==> src/rtl/timer_pkg.sv <==
// Shared definitions for the memory-mapped countdown timer: register
// offsets, CTRL bit positions, mode codes and the FSM state encoding.
package timer_pkg;

  localparam logic [1:0] REG_CTRL   = 2'd0;
  localparam logic [1:0] REG_PRESET = 2'd1;
  localparam logic [1:0] REG_COUNT  = 2'd2;

  localparam int CTRL_EN      = 0;
  localparam int CTRL_MODE_LO = 1;
  localparam int CTRL_MODE_HI = 2;
  localparam int CTRL_IM      = 3;

  localparam logic [1:0] MODE_ONESHOT = 2'd0;
  localparam logic [1:0] MODE_RELOAD  = 2'd1;

  typedef enum logic [1:0] {
    ST_IDLE = 2'd0,
    ST_LOAD = 2'd1,
    ST_CNT  = 2'd2,
    ST_INT  = 2'd3
  } state_t;

  // Only the reload code reloads; codes 2 and 3 fall back to one-shot.
  function automatic logic is_reload(input logic [1:0] mode);
    return mode == MODE_RELOAD;
  endfunction

endpackage

==> src/rtl/timer_counter_if.sv <==
// Bridge-side bus of one timer instance: shared address/data, per-instance
// write strobe, read data and interrupt request.
interface timer_counter_if;
  logic [31:0] addr;
  logic        we;
  logic [31:0] din;
  logic [31:0] dout;
  logic        irq;

  modport master (output addr, output we, output din, input dout, input irq);
  modport slave  (input addr, input we, input din, output dout, output irq);
endinterface

==> src/rtl/timer_prescaler.sv <==
// Step-strobe generator: divides the CNT-state stepping rate by PRESCALE.
// Only instantiated when TIMER_PRESCALE_EN is defined.
module timer_prescaler #(
  parameter int PRESCALE = 1
) (
  input  logic clk,
  input  logic reset,
  input  logic clr,
  input  logic run,
  output logic tick
);

  logic [15:0] pre_cnt;

  assign tick = run && (pre_cnt == 16'(PRESCALE - 1));

  // Zeroed on LOAD, counts while in CNT and wraps on each strobe.
  always_ff @(posedge clk) begin
    if (reset) begin
      pre_cnt <= '0;
    end else if (clr) begin
      pre_cnt <= '0;
    end else if (run) begin
      if (tick) pre_cnt <= '0;
      else      pre_cnt <= pre_cnt + 16'd1;
    end
  end

endmodule

==> src/rtl/timer_counter.sv <==
// Countdown timer peripheral with CTRL/PRESET/COUNT registers, one-shot and
// auto-reload modes and a maskable interrupt flag.
// Optional macro TIMER_PRESCALE_EN: COUNT steps once every PRESCALE cycles.
module timer_counter
  import timer_pkg::*;
#(
  parameter int PRESCALE = 1
) (
  input  logic             clk,
  input  logic             reset,
  timer_counter_if.slave   bus
);

  logic [3:0]  ctrl;
  logic [31:0] preset;
  logic [31:0] count;
  logic        irq_flag;
  state_t      state;
  logic        step;

  logic [1:0]  sel;
  logic        en;
  logic [1:0]  mode;
  logic        unused_bits;

  assign sel  = bus.addr[3:2];
  assign en   = ctrl[CTRL_EN];
  assign mode = ctrl[CTRL_MODE_HI:CTRL_MODE_LO];
  assign unused_bits = ^{bus.addr[31:4], bus.addr[1:0]};

`ifdef TIMER_PRESCALE_EN
  timer_prescaler #(.PRESCALE(PRESCALE)) u_prescaler (
    .clk   (clk),
    .reset (reset),
    .clr   (state == ST_LOAD),
    .run   (state == ST_CNT),
    .tick  (step)
  );
`else
  localparam int unused_prescale = PRESCALE;
  assign step = 1'b1;
`endif

  // Register file, countdown FSM and interrupt flag; the FSM sees the
  // pre-edge register values, bus writes land on the same edge.
  always_ff @(posedge clk) begin
    if (reset) begin
      ctrl     <= '0;
      preset   <= '0;
      count    <= '0;
      irq_flag <= 1'b0;
      state    <= ST_IDLE;
    end else begin
      // Lowest priority: a one-shot flag is acknowledged by any CTRL/PRESET
      // write; a set from the FSM below in the same cycle overrides it.
      if (bus.we && !is_reload(mode) && (sel == REG_CTRL || sel == REG_PRESET))
        irq_flag <= 1'b0;

      case (state)
        ST_IDLE: begin
          if (en) state <= ST_LOAD;
        end
        ST_LOAD: begin
          count <= preset;
          state <= ST_CNT;
        end
        ST_CNT: begin
          if (!en) begin
            state <= ST_IDLE;
          end else if (step) begin
            if (count > 32'd1) begin
              count <= count - 32'd1;
            end else begin
              count    <= '0;
              irq_flag <= 1'b1;
              state    <= ST_INT;
            end
          end
        end
        ST_INT: begin
          if (is_reload(mode)) irq_flag <= 1'b0;
          else                 ctrl[CTRL_EN] <= 1'b0;
          state <= ST_IDLE;
        end
        default: state <= ST_IDLE;
      endcase

      // Bus writes take precedence over the FSM's own EN clear.
      if (bus.we) begin
        case (sel)
          REG_CTRL:   ctrl   <= bus.din[3:0];
          REG_PRESET: preset <= bus.din;
          default:    ;
        endcase
      end
    end
  end

  // Combinational read mux over addr[3:2].
  always_comb begin
    bus.dout = '0;
    case (sel)
      REG_CTRL:   bus.dout = {28'd0, ctrl};
      REG_PRESET: bus.dout = preset;
      REG_COUNT:  bus.dout = count;
      default:    bus.dout = '0;
    endcase
  end

  assign bus.irq = irq_flag & ctrl[CTRL_IM];

endmodule

==> src/flat_wrapper.sv <==
// flat-port wrapper written by rule: the top's interface ports become plain ports
module timer_counter_flat import timer_pkg::*;
#(
  parameter int PRESCALE = 1
)
  (clk, reset, bus_addr, bus_we, bus_din, bus_dout, bus_irq);
  timer_counter_if bus_i ();
  input  logic clk;
  input  logic reset;
  input wire logic [$bits(bus_i.addr)-1:0] bus_addr;
  input wire logic [$bits(bus_i.we)-1:0] bus_we;
  input wire logic [$bits(bus_i.din)-1:0] bus_din;
  output wire logic [$bits(bus_i.dout)-1:0] bus_dout;
  output wire logic [$bits(bus_i.irq)-1:0] bus_irq;
  assign bus_i.addr = bus_addr;
  assign bus_i.we = bus_we;
  assign bus_i.din = bus_din;
  assign bus_dout = bus_i.dout;
  assign bus_irq = bus_i.irq;
  timer_counter #(.PRESCALE(PRESCALE)) u_core (.clk(clk), .reset(reset), .bus(bus_i));
endmodule
==> config.mk <==
export PLATFORM = sky130hd
export DESIGN_NAME = timer_counter_flat
export DESIGN_NICKNAME = d
export VERILOG_FILES = /design/src/rtl/timer_pkg.sv /design/src/rtl/timer_counter_if.sv /design/src/rtl/timer_prescaler.sv /design/src/rtl/timer_counter.sv /design/src/flat_wrapper.sv
export SDC_FILE = /design/constraint.sdc
export NUM_CORES = 1
export LEC_CHECK = 0
export CORE_MARGIN = 2
export CORE_UTILIZATION = 40
export DETAILED_ROUTE_END_ITERATION = 7
export PLACE_DENSITY = 0.76
export SLEW_MARGIN = 0
export SYNTH_ARGS = -nofsm -noshare
export SYNTH_HDL_FRONTEND = slang
export SYNTH_SLANG_ARGS = --single-unit
export TNS_END_PERCENT = 10
==> constraint.sdc <==
create_clock -name clk -period 3.9 [get_ports clk]
set_clock_uncertainty 0.1 [all_clocks]
set_input_delay 0.78 -clock clk [delete_from_list [all_inputs] [get_ports clk]]
set_output_delay 0.78 -clock clk [all_outputs]
set_load 0.02 [all_outputs]
==> results.yml, run 1 <==
critical_path:
  crit_chain: "clkdlybuf4s50_1 > nor2b_2 > buf_12 > nand2_1 > o21ai_0 > clkdlybuf4s50_1"
  crit_type: "in2out"
  required_ns: 3.02
  slowest_delay_ns: 0.65
  rr_startpoint: "u_core.count[0]"
  startpoint_type: "input port"
  end_kind: "output port"
  crit_top_cell: "clkdlybuf4s50_1"
  path_max_fanout: 32
  path_buf_inv: 3
  cp_top_family: "buffers and inverters"
  worstPathArrival_ns: 2.70
  startpoint: "bus_addr[3]"
  crit_slowest_cell: "clkdlybuf4s50_1"
detailed_routing:
  avgRoutedWirePerCell_um: 15.4
  final_antenna_net_count: 0
  first_pass_iters: 4
  drc: 0
  wl_um: 11000
  drt-initial-drc-count: 237
  dr_total_vias: 4041
  vias_per_cell: 5.64
floorplanning:
  fp-row-count: 36
  core_area_um2: 9730
  start_util_pct: 41.0
  die_w_um: 104
  die_area_um2: 10800
  die_h_um: 104
  ios: 100
power:
  p_per_area_nw_per_um2: 327
  p_leak_nw: 1.77
  max-vdd-ir-drop_v: 0.000160
clocking:
  clk_pin_slew_ns: 0.07
  cts_buffer_depth: 2
  cts_setup_buffers: 0
  clockRootBuffer: "clkbuf_8"
  ctsResizeCount: 0
  holdBufCountCts: 0
  cts_tree: "done"
  cts.htree.levels: 3
  cts.sinks: 71
  cts_buffers: 9
  clkLatencyLatePin_ns: 0.34
outcome:
  outcome: "completed"
yosys:
  ys.flop_type: "dfxtp_1"
  ys_seq_area_share_pct: 35.6
  synth_warnings: 0
  synth_compound_area_share_pct: 27.0
  avgSynthCellArea_um2: 7.54
  syn_nets: 598
  synthAdderAreaFrac_pct: 0.627
  synth_top_family_by_area: "simple AND/OR/NAND/NOR gates"
  post_synth_xor_area_fraction_pct: 1.10
  synth_seq_cells: 71
  synthCells: 529
  syn-cell-area_um2: 3990
  synth_edf_count: 0
  synthArstFlopShare_pct: 0
  synthMuxAreaShare_pct: 2.76
  yosys.area_share.simple_pct: 27.5
  ys_types: 50
grt:
  grt_max_degree: 44
  grt_pass1_vias: 3899
  grt_pass1_wl_um: 18500
  grt_overflow: 0
  grt_usage_pct: 20.5
  grt_antenna_before_repair: 0
sta:
  maxSlewViolCount: 0
  rsz0062_at_grt: "false"
  finalCriticalPeriod_ns: 3.58
  worstMarginPinSlew_ns: 0.829
  hold_viol_final: 0
  slew_headroom_pct: 44.7
  fin_tns_setup_ns: 0
  max_freq_mhz: 279
  final.setup.worst_slack_ns: 0.320
  finalSetupViolations: 0
  fin_crit_sh_pct: 91.8
placement:
  portBuffers: 69
  dp_hpwl_um: 7260
  place_congestion: 0.870
  post-place-ws_ns: 0.323
  post_dp_cell_area_um2: 4750
final_layout:
  nFillCells: 960
  diodes: 0
  drive_gt1_share_pct: 8.58
  num-nets-final: 647
  stdcell_area_um2: 4930
  area_growth_pct: 23.5
flow_run:
  drv_cap: 0
worst_hold_path:
  hold_path.startpoint: "u_core.preset[18]"
  min_path_type: "reg2reg"
## sequential cells by signal, indices dropped and copies added, names as in the netlist
signal and cells:
u_core.irq_flag 1, u_core.count 32, u_core.preset 32, u_core.state 2
u_core.ctrl 4
## routing by layer
layer	up-vias	wire length, um	track usage, %
li1	1990	-	-
met5	-	0	0
met1	1907	5060	26.3
met3	20	532	3.45
met2	124	5200	34.2
met4	0	250	8.30
## worst reg2reg max path: stages, from the launching register on
cell and delay, ns:
dfxtp_1 0.40, inv_1 0.12, ha_1 0.22, or3b_2 0.55, or4_1 0.66, nor3_2 0.21
mux2i_1 0.20, o22ai_1 0.08, nor2b_1 0.15
## cells by family (layout without fill, tap and decap cells)
group / Yosys count / after routing
buffers and inverters: 47 / 101
AND/OR/NAND/NOR: 223 / 223
AO/OA/AOI/OAI: 170 / 170
adder cells (fa/ha/maj): 2 / 2
multiplexers: 11 / 11
flip-flops: 71 / 71
XOR/XNOR: 5 / 5
## cells in the final DEF, fill, tap and decap left out, types with 3 or more instances in the layout
| master | n |
|---|---|
| a211oi_1 | 19 |
| a21o_1 | 3 |
| a21oi_1 | 63 |
| a22o_1 | 28 |
| a31oi_1 | 3 |
| and2_1 | 3 |
| buf_4 | 8 |
| clkbuf_8 | 11 |
| clkdlybuf4s50_1 | 68 |
| dfxtp_1 | 71 |
| inv_1 | 6 |
| mux2i_1 | 11 |
| nand2_1 | 110 |
| nand2b_1 | 5 |
| nand3_1 | 9 |
| nor2_1 | 39 |
| nor2b_1 | 5 |
| nor3_1 | 11 |
| nor3_2 | 4 |
| nor4_1 | 9 |
| nor4_2 | 3 |
| o21ai_0 | 37 |
| o31ai_1 | 4 |
| or2_2 | 4 |
| or3_1 | 3 |
| or4_1 | 4 |
| xor2_1 | 4 |
## stage by stage
step	std cells	hold slack, ns	util [%]	total power, mW
6_report	716	0.374	50.7	1.61
5_1_grt	716	0.395	50.7	1.68
4_1_cts	716	0.372	50.7	1.61
3_5_place_dp	700	0.362	48.8	1.09
3_3_place_gp	700	0.360	48.8	1.08
2_1_floorplan	529	0.346	-	0.988
## synth_stat cells, types with 4 or more instances
master | number | area share, %
a211oi_1 | 19 | 3.6
a21oi_1 | 63 | 7.9
a22o_1 | 28 | 6.1
buf_6 | 5 | 1.4
clkbuf_1 | 32 | 3.0
dfxtp_1 | 71 | 36
inv_1 | 6 | 0.56
mux2i_1 | 11 | 2.8
nand2_1 | 110 | 10
nand2b_1 | 5 | 0.78
nand3_1 | 9 | 1.1
nor2_1 | 39 | 3.7
nor2b_1 | 7 | 1.1
nor3_1 | 11 | 1.4
nor3_2 | 4 | 1.0
nor4_1 | 9 | 1.4
o21ai_0 | 37 | 4.6
o31ai_1 | 4 | 0.75
or2_2 | 4 | 0.63
or4_1 | 4 | 0.75
xor2_1 | 4 | 0.88
## path summary, 6_finish.rpt
check | to | slack [ns] | depth (start not counted)
worst max register to register | u_core.count[22] | 1.08 | 8
worst max-delay path | bus_dout[0] | 0.32 | 6
worst min register to register | u_core.preset[18] | 0.37 | 2
worst min-delay path | u_core.preset[18] | 0.37 | 2
## report_power, final
part / internal (mW) / switching (mW) / total [mW] / leakage (nW)
Sequential: 0.745 / 0.0225 / 0.767 / 0.575
Combinational: 0.133 / 0.177 / 0.311 / 1.10
Clock: 0.264 / 0.269 / 0.534 / 0.0894
## final cells by class
type	instances	area, um^2	share of cell area (%)
repair buffers	79	786	15.9
clock buffers	13	159	3.22
well taps	133	166	3.38
clock inverters	3	17.5	0.355
multi-input cells	411	2360	47.8
inverters	6	22.5	0.457
flip-flops and latches	71	1420	28.8
Note: power is estimated with default switching activity, not from simulation.
==> run 2: changes to the inputs <==
GPL_ROUTABILITY_DRIVEN = 0   (was default)
REMOVE_ABC_BUFFERS = 1   (was default)
==> run 2 against run 1 <==
Sequential share of layout area did not move. Via count fell by 0.97%. Design area stayed put. First-iteration DRC count shrank 24%. Setup slack better by 0.030 ns. Largest cell class unchanged.
==> results.yml, run 2 (synthesis gave the netlist of run 1 again) <==
outcome:
  outcome: "completed"
worst_hold_path:
  hold_path.startpoint: "u_core.preset[16]"
  min_path_type: "reg2reg"
final_layout:
  final-seq-area_um2: 1420
  multi_input_comb_area_um2: 2360
  final_cell_mix: "110 x nand2_1, 71 x dfxtp_1, 68 x clkdlybuf4s50_1"
  reg_top3: "u_core.count (32), u_core.preset (32), u_core.ctrl (4)"
  layout_commonest_cell: "nand2_1"
  final_util_pct: 50.7
  drive_gt1_share_pct: 8.58
  nFillCells: 956
  num-nets-final: 647
  diodes: 0
  layout.cells.non_filler: 716
  area_growth_pct: 23.5
sta:
  holdWs_ns: 0.375
  finalSetupViolations: 0
  hold_viol_final: 0
  rsz0062_at_grt: "false"
  max_freq_mhz: 282
  fin_crit_sh_pct: 91.0
  finalCriticalPeriod_ns: 3.55
  final.setup.worst_slack_ns: 0.350
  worstMarginPinSlew_ns: 0.742
  fin_tns_setup_ns: 0
  maxSlewViolCount: 0
  slew_headroom_pct: 50.4
grt:
  grt_usage_pct: 20.6
  grt_pass1_vias: 3885
  grt_antenna_before_repair: 0
  grt_overflow: 0
  grt_pass1_wl_um: 18400
  grt_max_degree: 34
critical_path:
  required_ns: 3.02
  startpoint_type: "input port"
  worstPathArrival_ns: 2.67
  path_max_fanout: 32
  rr_startpoint: "u_core.count[0]"
  end_kind: "output port"
  crit_chain: "clkdlybuf4s50_1 > nor2b_2 > buf_12 > nand2_1 > o21ai_0 > clkdlybuf4s50_1"
  crit_type: "in2out"
  slowest_delay_ns: 0.65
  crit_top_cell: "clkdlybuf4s50_1"
  path_buf_inv: 3
  crit_slowest_cell: "clkdlybuf4s50_1"
  startpoint: "bus_addr[3]"
  cp_top_family: "buffers and inverters"
floorplanning:
  ios: 100
  die_h_um: 104
  fp-row-count: 36
  start_util_pct: 41.0
  die_w_um: 104
  die_area_um2: 10800
  core_area_um2: 9730
placement:
  portBuffers: 69
  post-place-ws_ns: 0.337
  placed_cells: 700
  dp_hpwl_um: 7300
detailed_routing:
  drc: 0
  top_layer: "met4"
  wl_met2_um: 5190
  wl_um: 11000
  wl_met1_um: 4870
  drt-initial-drc-count: 180
  first_pass_iters: 5
  wl_met3_um: 695
  vias_per_cell: 5.59
  final_antenna_net_count: 0
  dr_total_vias: 4002
  avgRoutedWirePerCell_um: 15.3
power:
  p_leak_nw: 1.77
  p_per_area_nw_per_um2: 328
  max-vdd-ir-drop_v: 0.000151
clocking:
  ctsResizeCount: 0
  cts.htree.levels: 3
  clkLatencyLatePin_ns: 0.35
  clk_pin_slew_ns: 0.07
  cts_buffer_depth: 2
  cts_setup_buffers: 0
  cts.sinks: 71
  holdBufCountCts: 0
  cts_buffers: 9
  cts_tree: "done"
  clockRootBuffer: "clkbuf_8"
flow_run:
  drv_cap: 0
[run 2: cell counts in the layout (fill, tap and decap cells not counted)]
No cell type changed its count.
[run 2: tightest hold or removal path: cells and delay by family (launching register included)]
| family | cells | cell delay [ns] |
|---|---|---|
| DFF | 1 | 0.32 |
| AOI/OAI and AO/OA | 1 | 0.05 |
| and+or+nand+nor | 1 | 0.05 |
[run 2: area by class of cell]
type,count,area share (%)
multi-input cells,411,47.8
flip-flops and latches,71,28.8
repair buffers,79,15.9
well taps,133,3.38
clock buffers,13,3.22
inverters,6,0.457
clock inverters,3,0.355
[run 2: through the flow]
stage                     area, um^2  total power, mW
after floorplan                 3790            0.967
after global placement          4750             1.08
after detailed placement        4750             1.09
after CTS                       4930             1.62
after global routing            4930             1.69
final                           4930             1.62
[run 2: layer usage]
layer / vias up / global-route usage [%]
met4: 0 / 8.11
met5: - / 0
met3: 14 / 4.95
met2: 127 / 34.0
li1: 1976 / -
met1: 1885 / 25.8
[run 2: worst paths after layout]
check	endpoint	slack [ns]	cells after the start
worst max-delay path	bus_dout[0]	0.35	6
worst min-delay path	u_core.preset[16]	0.37	2
worst max register to register	u_core.count[16]	1.09	8
worst min register to register	u_core.preset[16]	0.37	2
[run 2: where the power goes]
part | leakage [nW] | total (mW) | switching [mW] | internal (mW)
sequential | 0.575 | 0.766 | 0.0220 | 0.744
combinational | 1.10 | 0.308 | 0.175 | 0.133
clock | 0.0894 | 0.541 | 0.277 | 0.264
total | 1.77 | 1.62 | 0.474 | 1.14
